### config.mk
export PLATFORM = sky130hd
export DESIGN_NAME = iterative_shifter
export DESIGN_NICKNAME = d
export VERILOG_FILES = /design/src/rtl/iterative_shifter.sv
export SDC_FILE = /design/constraint.sdc
export NUM_CORES = 1
export LEC_CHECK = 0
export ABC_CLOCK_PERIOD_IN_PS = 3200
export BUFFER_PORTS_ARGS = -buffer_cell sky130_fd_sc_hd__buf_2
export CAP_MARGIN = 15
export CORE_MARGIN = 4
export CORE_UTILIZATION = 54
export DETAILED_ROUTE_END_ITERATION = 12
export PLACE_DENSITY = 0.83
export REMOVE_ABC_BUFFERS = 1
export SYNTH_ARGS = -nofsm -noshare
export SYNTH_HDL_FRONTEND = slang
export SYNTH_SLANG_ARGS = --single-unit
export TNS_END_PERCENT = 50
### constraint.sdc
create_clock -name clock -period 3.2 [get_ports clock]
set_clock_uncertainty 0.05 [all_clocks]
set_input_delay 0.32 -clock clock [delete_from_list [all_inputs] [get_ports clock]]
set_output_delay 0.32 -clock clock [all_outputs]
set_load 0.005 [all_outputs]
### src/rtl/iterative_shifter.sv
`default_nettype none
// ---------------------------------------------------------------------------
// iterative_shifter : multi-cycle SLL/SRL/SRA/ROR shifter, STEP bits per clock
// Revision 1.0
// ---------------------------------------------------------------------------
module iterative_shifter #(
    parameter  int WIDTH = 32,
    parameter  int STEP  = 2,
    localparam int SW    = $clog2(WIDTH)
) (
    input  logic             clock,
    input  logic             reset,
    input  logic             start,
    input  logic [WIDTH-1:0] A,
    input  logic [SW-1:0]    shamt,
    input  logic [1:0]       mode,
    output logic [WIDTH-1:0] result,
    output logic             busy,
    output logic             done
);

    localparam logic [1:0]    MODE_SLL = 2'b00;
    localparam logic [1:0]    MODE_SRL = 2'b01;
    localparam logic [1:0]    MODE_SRA = 2'b10;
    localparam logic [SW-1:0] STEP_W   = SW'(STEP);

    typedef enum logic [1:0] {
        IDLE  = 2'd0,
        SHIFT = 2'd1,
        DONE  = 2'd2
    } state_t;

    state_t             state;
    state_t             state_next;
    logic [SW-1:0]      rem;
    logic [1:0]         mode_q;
    logic               accept;
    logic [SW-1:0]      step;
    logic [SW-1:0]      rem_next;
    logic [WIDTH-1:0]   shifted;
    logic [2*WIDTH-1:0] rot_pair;

    // Per-cycle shift by min(STEP, rem) in the latched mode
    always_comb begin
        step     = (rem < STEP_W) ? rem : STEP_W;
        rem_next = rem - step;
        rot_pair = {result, result} >> step;
        case (mode_q)
            MODE_SLL: shifted = result << step;
            MODE_SRL: shifted = result >> step;
            MODE_SRA: shifted = WIDTH'($signed(result) >>> step);
            default:  shifted = rot_pair[WIDTH-1:0];
        endcase
    end

    always_ff @(posedge clock) begin
        if (reset) begin
            state <= IDLE;
        end else begin
            state <= state_next;
        end
    end

    always_comb begin
        state_next = state;
        accept     = 1'b0;
        busy       = 1'b0;
        done       = 1'b0;
        case (state)
            IDLE, DONE: begin
                done       = (state == DONE);
                accept     = start;
                state_next = IDLE;
                if (start) begin
                    state_next = (shamt == '0) ? DONE : SHIFT;
                end
            end
            SHIFT: begin
                busy = 1'b1;
                if (rem_next == '0) begin
                    state_next = DONE;
                end
            end
            default: state_next = IDLE;
        endcase
    end

    always_ff @(posedge clock) begin
        if (reset) begin
            result <= '0;
            rem    <= '0;
            mode_q <= MODE_SLL;
        end else if (accept) begin
            result <= A;
            rem    <= shamt;
            mode_q <= mode;
        end else if (state == SHIFT) begin
            result <= shifted;
            rem    <= rem_next;
        end
    end

endmodule
`default_nettype wire

### Word-level counts from Yosys, hierarchy flattened

Cells that the tools add are included.

* add/subtract/negate cells: 1
* $lt $le $gt $ge: 1
* eq/ne operators: 5
* shift operators: 4
* mux-type cells: 13
* reduce and logical (&&, ||, !) cells: 6

Operators with widths (count)
* $pmux W32 S3: 1
* $mux W32: 2
* $shr A64 B5 Y32: 1
* $shl A32 B5 Y32: 1
* $shr A32 B5 Y32: 1
* $sshr A32 B5 Y32: 1
* $mux W5: 3
* $logic_not A5 Y1: 2
* $mux W2: 3
* $lt A5 B2 Y1 const B: 1
* $sub A5 B5 Y5: 1
* $eq A2 B1 Y1 const B: 2
* $eq A2 B2 Y1 const B: 2
* $logic_not A2 Y1: 2
* $pmux W2 S2: 1
* $mux W1: 3
* $ne A2 B2 Y1 const B: 1
* $reduce_bool A2 Y1: 1
* $reduce_or A2 Y1: 1

* flip-flop bits (word level): 41
* input bits: 42
* output and inout port bits: 34
* word-level logic and storage cells: 34

### Depth between registers and ports, before layout

* depth in word-level cells: 6
* gate-level depth with buffers: 11
* gate-level depth less buffers: 7

### Least setup slack after synthesis

OpenSTA, ideal clock, no wires.

* path kind: reg2reg
* from: reg rem[2]
* to: reg state[0]
* setup time: 0.132 ns
* data arrival time: 2.099 ns
* required time: 3.018 ns
* setup slack: 0.919 ns
* cell stages (with the launch flop): 12
* path buffers: 4
* period minus slack after synthesis: 2.281 ns
* cells stage by stage: dfxtp_1 -> buf_6 -> or4_1 -> clkbuf_2 -> buf_2 -> buf_2 -> nand2b_1 -> ha_1 -> a21boi_0 -> mux2i_1 -> o21ai_0 -> a21oi_1

* word-level cells in the longest chain between the ends: 5

RTL lines
* start, declared: RTL line 35 `logic [SW-1:0] rem;`
* start signal, assigned: RTL line 95 `rem <= shamt;`
* start signal, assigned: RTL line 99 `rem <= rem_next;`
* $lt A5 B2 Y1: RTL line 45 `step = (rem < STEP_W) ? rem : STEP_W;`
* $mux W5: RTL line 45
* $sub A5 B5 Y5 (*): RTL line 46 `rem_next = rem - step;`
* $logic_not A5 Y1 (*): RTL line 80 `if (rem_next == '0) begin`
* $ne A2 B2 Y1 (no source line) (*)
* end signal, assigned: RTL line 60 `state <= state_next;`
* end, declared: RTL line 33 `state_t state;`

Mark *: on every way between the ends. The rest lies on a longest branch, timed or not.
A chain may end at the register's enable or synchronous reset.

### Final worst setup path

* from: reg rem[4]
* to: reg result[31]

* word-level cells in the longest chain between the ends: 6
* elaborated cells on any way between the ends: 9
* classes of those cells: order compare: 1; shift: 4; mux: 4

RTL lines
* $lt A5 B2 Y1: RTL line 45
* $mux W5 (*): RTL line 45
* $shr A64 B5 Y32 (tied with other cells): RTL line 47 `rot_pair = {result, result} >> step;`
* $pmux W32 S3 (*): RTL line 48 `case (mode_q)`
* $mux W32 (*): RTL line 97 `end else if (state == SHIFT) begin`
* $mux W32 (*): RTL line 93 `end else if (accept) begin`
* end signal, assigned: RTL line 98 `result <= shifted;`
* end, declared: RTL line 17 `output logic [WIDTH-1:0] result,`

Mark *: on every way between the ends. The rest lies on a longest branch, timed or not. The select of a mux whose other input is x is not followed.

==> impl_metrics.env <==
export IMPL_synthMuxAreaShare=0.0371
export IMPL_synth_area_leaders="dfxtp_1 27%, nand2_1 5.0%, nor2_1 5.0%, o21ai_0 4.7%, a22oi_1 4.0%"
export IMPL_async_flop_share=0
export IMPL_outcome="finished, final reports clean"
export IMPL_hold_class="primary input to register"
export IMPL_place_inst=515
export IMPL_min_to="mode_q[1]"
export IMPL_whs_path_depth=3
export IMPL_synth_avg_cell_area_um2=7.51
export IMPL_routabilityCongestion=0.918
export IMPL_yosysUniqueCellTypes=59
export IMPL_postRouteAntennaNets=0
export IMPL_worstHoldStart="mode[1]"
export IMPL_timing_setup_tns_ps=0
export IMPL_rrSetupSlack_ps=950
export IMPL_r2r_start="rem[4]"
export IMPL_r2r_end="result[31]"
export IMPL_syn_cell_area_um2=3000
export IMPL_routedWlPerCell_um=18.4
export IMPL_finalNonFillerCells=523
export IMPL_synthAdderAreaFrac=0.00417
export IMPL_clock_latency_ps=300
export IMPL_finalSetupViolations=0
export IMPL_nNetsFinal=495
export IMPL_port_buffers=75
export IMPL_startpoint="rem[4]"
export IMPL_antenna_found_initial=0
export IMPL_synth_edf_count=0
export IMPL_num_io_pins=76
export IMPL_yosysTopAreaCellShare=0.274
export IMPL_synth_cells=399
export IMPL_total_leakage_power_nw=1.36
export IMPL_drc=0
export IMPL_clock_fmax_mhz=444
export IMPL_drive_gt1_frac=0.269
export IMPL_maxSlewViolCount=0
export IMPL_grt_ovfl_total=0
export IMPL_h_tree_depth=2
export IMPL_cts_buffers=5
export IMPL_maxCapViolCount=0
export IMPL_first_global_vias=3280
export IMPL_rows=26
export IMPL_worst_path_max_fanout=39
export IMPL_finalPower_w=0.00189
export IMPL_grt_usage=0.293
export IMPL_startpoint_type="register"
export IMPL_yosys_area_share_simple=0.260
export IMPL_rsz0062_at_grt="false"
export IMPL_cts_setup_buffers=0
export IMPL_required_ps=3350
export IMPL_fin_crit_sh=0.704
export IMPL_die_h_um=82.5
export IMPL_grt_max_degree=40
export IMPL_final_hold_viol_count=0
export IMPL_reg2reg_depth=5
export IMPL_synth_commonest_cells="41 x dfxtp_1, 40 x nand2_1, 40 x nor2_1"
export IMPL_hpwl_mm=6.55
export IMPL_vias_per_cell=6.72
export IMPL_synth_xor_area_frac=0
export IMPL_crit_type="register to register"
export IMPL_syn_to_final_growth_pct=16.2
export IMPL_end_kind="register"
export IMPL_peakVddDrop_v=0.000413
export IMPL_grt_pass1_wl_mm=15.7
export IMPL_cts_resized=0
export IMPL_cts_root_buf="clkbuf_8"
export IMPL_cts_tree="yes"
export IMPL_start_util=0.572
export IMPL_slew_headroom=0.554
export IMPL_fp_dieArea_um2=6810
export IMPL_synth_warnings=0
export IMPL_synth_seq_area_share=0.274
export IMPL_synth_main_ff_cell="dfxtp_1"
export IMPL_first_iter_violations=433
export IMPL_core_area_um2=5240
export IMPL_yosysTopAreaCell="dfxtp_1"
export IMPL_worst_hold_slack_ps=196
export IMPL_diodes=0
export IMPL_clockBufferDepth=2
export IMPL_cp_data_arrival_time_ps=2400
export IMPL_period_needed_ps=2250
export IMPL_worst_pin_slew_ps=667
export IMPL_ys_seq_elements=41
export IMPL_holdBufCountCts=0
export IMPL_clkTransAtPathRegs_ps=90
export IMPL_wl_mm=9.65
export IMPL_powerDensity_nw_per_um2=543
export IMPL_synth_compound_area_share=0.354
export IMPL_synth_top_family_by_area="compound AO/OA/AOI/OAI gates"
export IMPL_vias=3515
export IMPL_firstDrtPassIters=5
export IMPL_synth_most_common_cell="dfxtp_1"
export IMPL_clock_sinks=41
export IMPL_die_x_um=82.5
routing by layer:
layer  vias to the layer above  global-route usage  share of wire
met2                       243               0.482           0.46
met3                        39              0.0477           0.11
met5                         -                   0              0
li1                       1617                   -              -
met4                         0              0.0980          0.025
met1                      1616               0.388           0.41
power breakdown:
group	switching (W)	internal [W]	leakage (nW)	total, W
logic	0.000422	0.000318	0.967	0.000740
registers	0.000119	0.000581	0.339	0.000700
clock network	0.000199	0.000255	0.0585	0.000454
critical path, stage by stage (launching register included):
cell	delay, ps
dfxtp_1	370
nor4_4	290
buf_4	410
a2111oi_0	130
or4_1	560
a311oi_1	320
cell usage in the layout, fill, tap and decap left out, types with 5 or more instances in the layout:
| cell | netlist | routed |
|---|---|---|
| o22ai_1 | 9 | 9 |
| o21ai_0 | 28 | 28 |
| o2bb2ai_1 | 5 | 5 |
| a21oi_1 | 14 | 14 |
| nand2b_1 | 12 | 12 |
| nor2_1 | 40 | 40 |
| buf_4 | 0 | 13 |
| nand3_1 | 7 | 7 |
| o32ai_1 | 7 | 7 |
| buf_2 | 9 | 75 |
| a31oi_1 | 10 | 10 |
| o221a_2 | 5 | 5 |
| dfxtp_1 | 41 | 41 |
| a22oi_1 | 16 | 16 |
| nor3_1 | 22 | 22 |
| nand2_1 | 40 | 40 |
| clkbuf_8 | 0 | 6 |
| o32a_1 | 5 | 5 |
| a211oi_1 | 10 | 10 |
| or3b_2 | 7 | 7 |
| mux2i_1 | 10 | 10 |
logic make-up after synthesis:
| family | count (synthesis) |
|---|---|
| AOI/OAI and AO/OA | 145 |
| adders and majority gates | 1 |
| buffers and inverters | 46 |
| DFF | 41 |
| muxes | 11 |
| other | 1 |
| and+or+nand+nor | 154 |
stage by stage:
step                 util  worst slack (ps)  cell area [µm²]
floorplan               -               615             2810
global placement    0.643              1090             3370
detailed placement  0.643              1050             3370
CTS                 0.665              1030             3480
global route        0.665               831             3480
finish              0.665               946             3480
flip-flops by register name (all words and copies together) (netlist names):
name	cells
rem	5
mode_q	2
result	32
state	2
layout make-up:
cell class / count / area, µm²
clock buffers: 7 / 86.3
clock inverters: 1 / 30.0
inverters: 4 / 15.0
repair buffers: 88 / 473
flip-flops and latches: 41 / 821
well taps: 70 / 87.6
fillers: 468 / 1750
multi-input cells: 312 / 1970
worst max path at each step:
stage / slack (ps) / end / cells past startpoint
after floorplan: 610 / rem[3] / 4
after global placement: 1090 / result[22] / 5
after detailed placement: 1050 / result[31] / 5
after CTS: 1030 / result[31] / 5
after global routing: 830 / result[15] / 4
final: 950 / result[31] / 5
(Power assumes the default switching activity.)
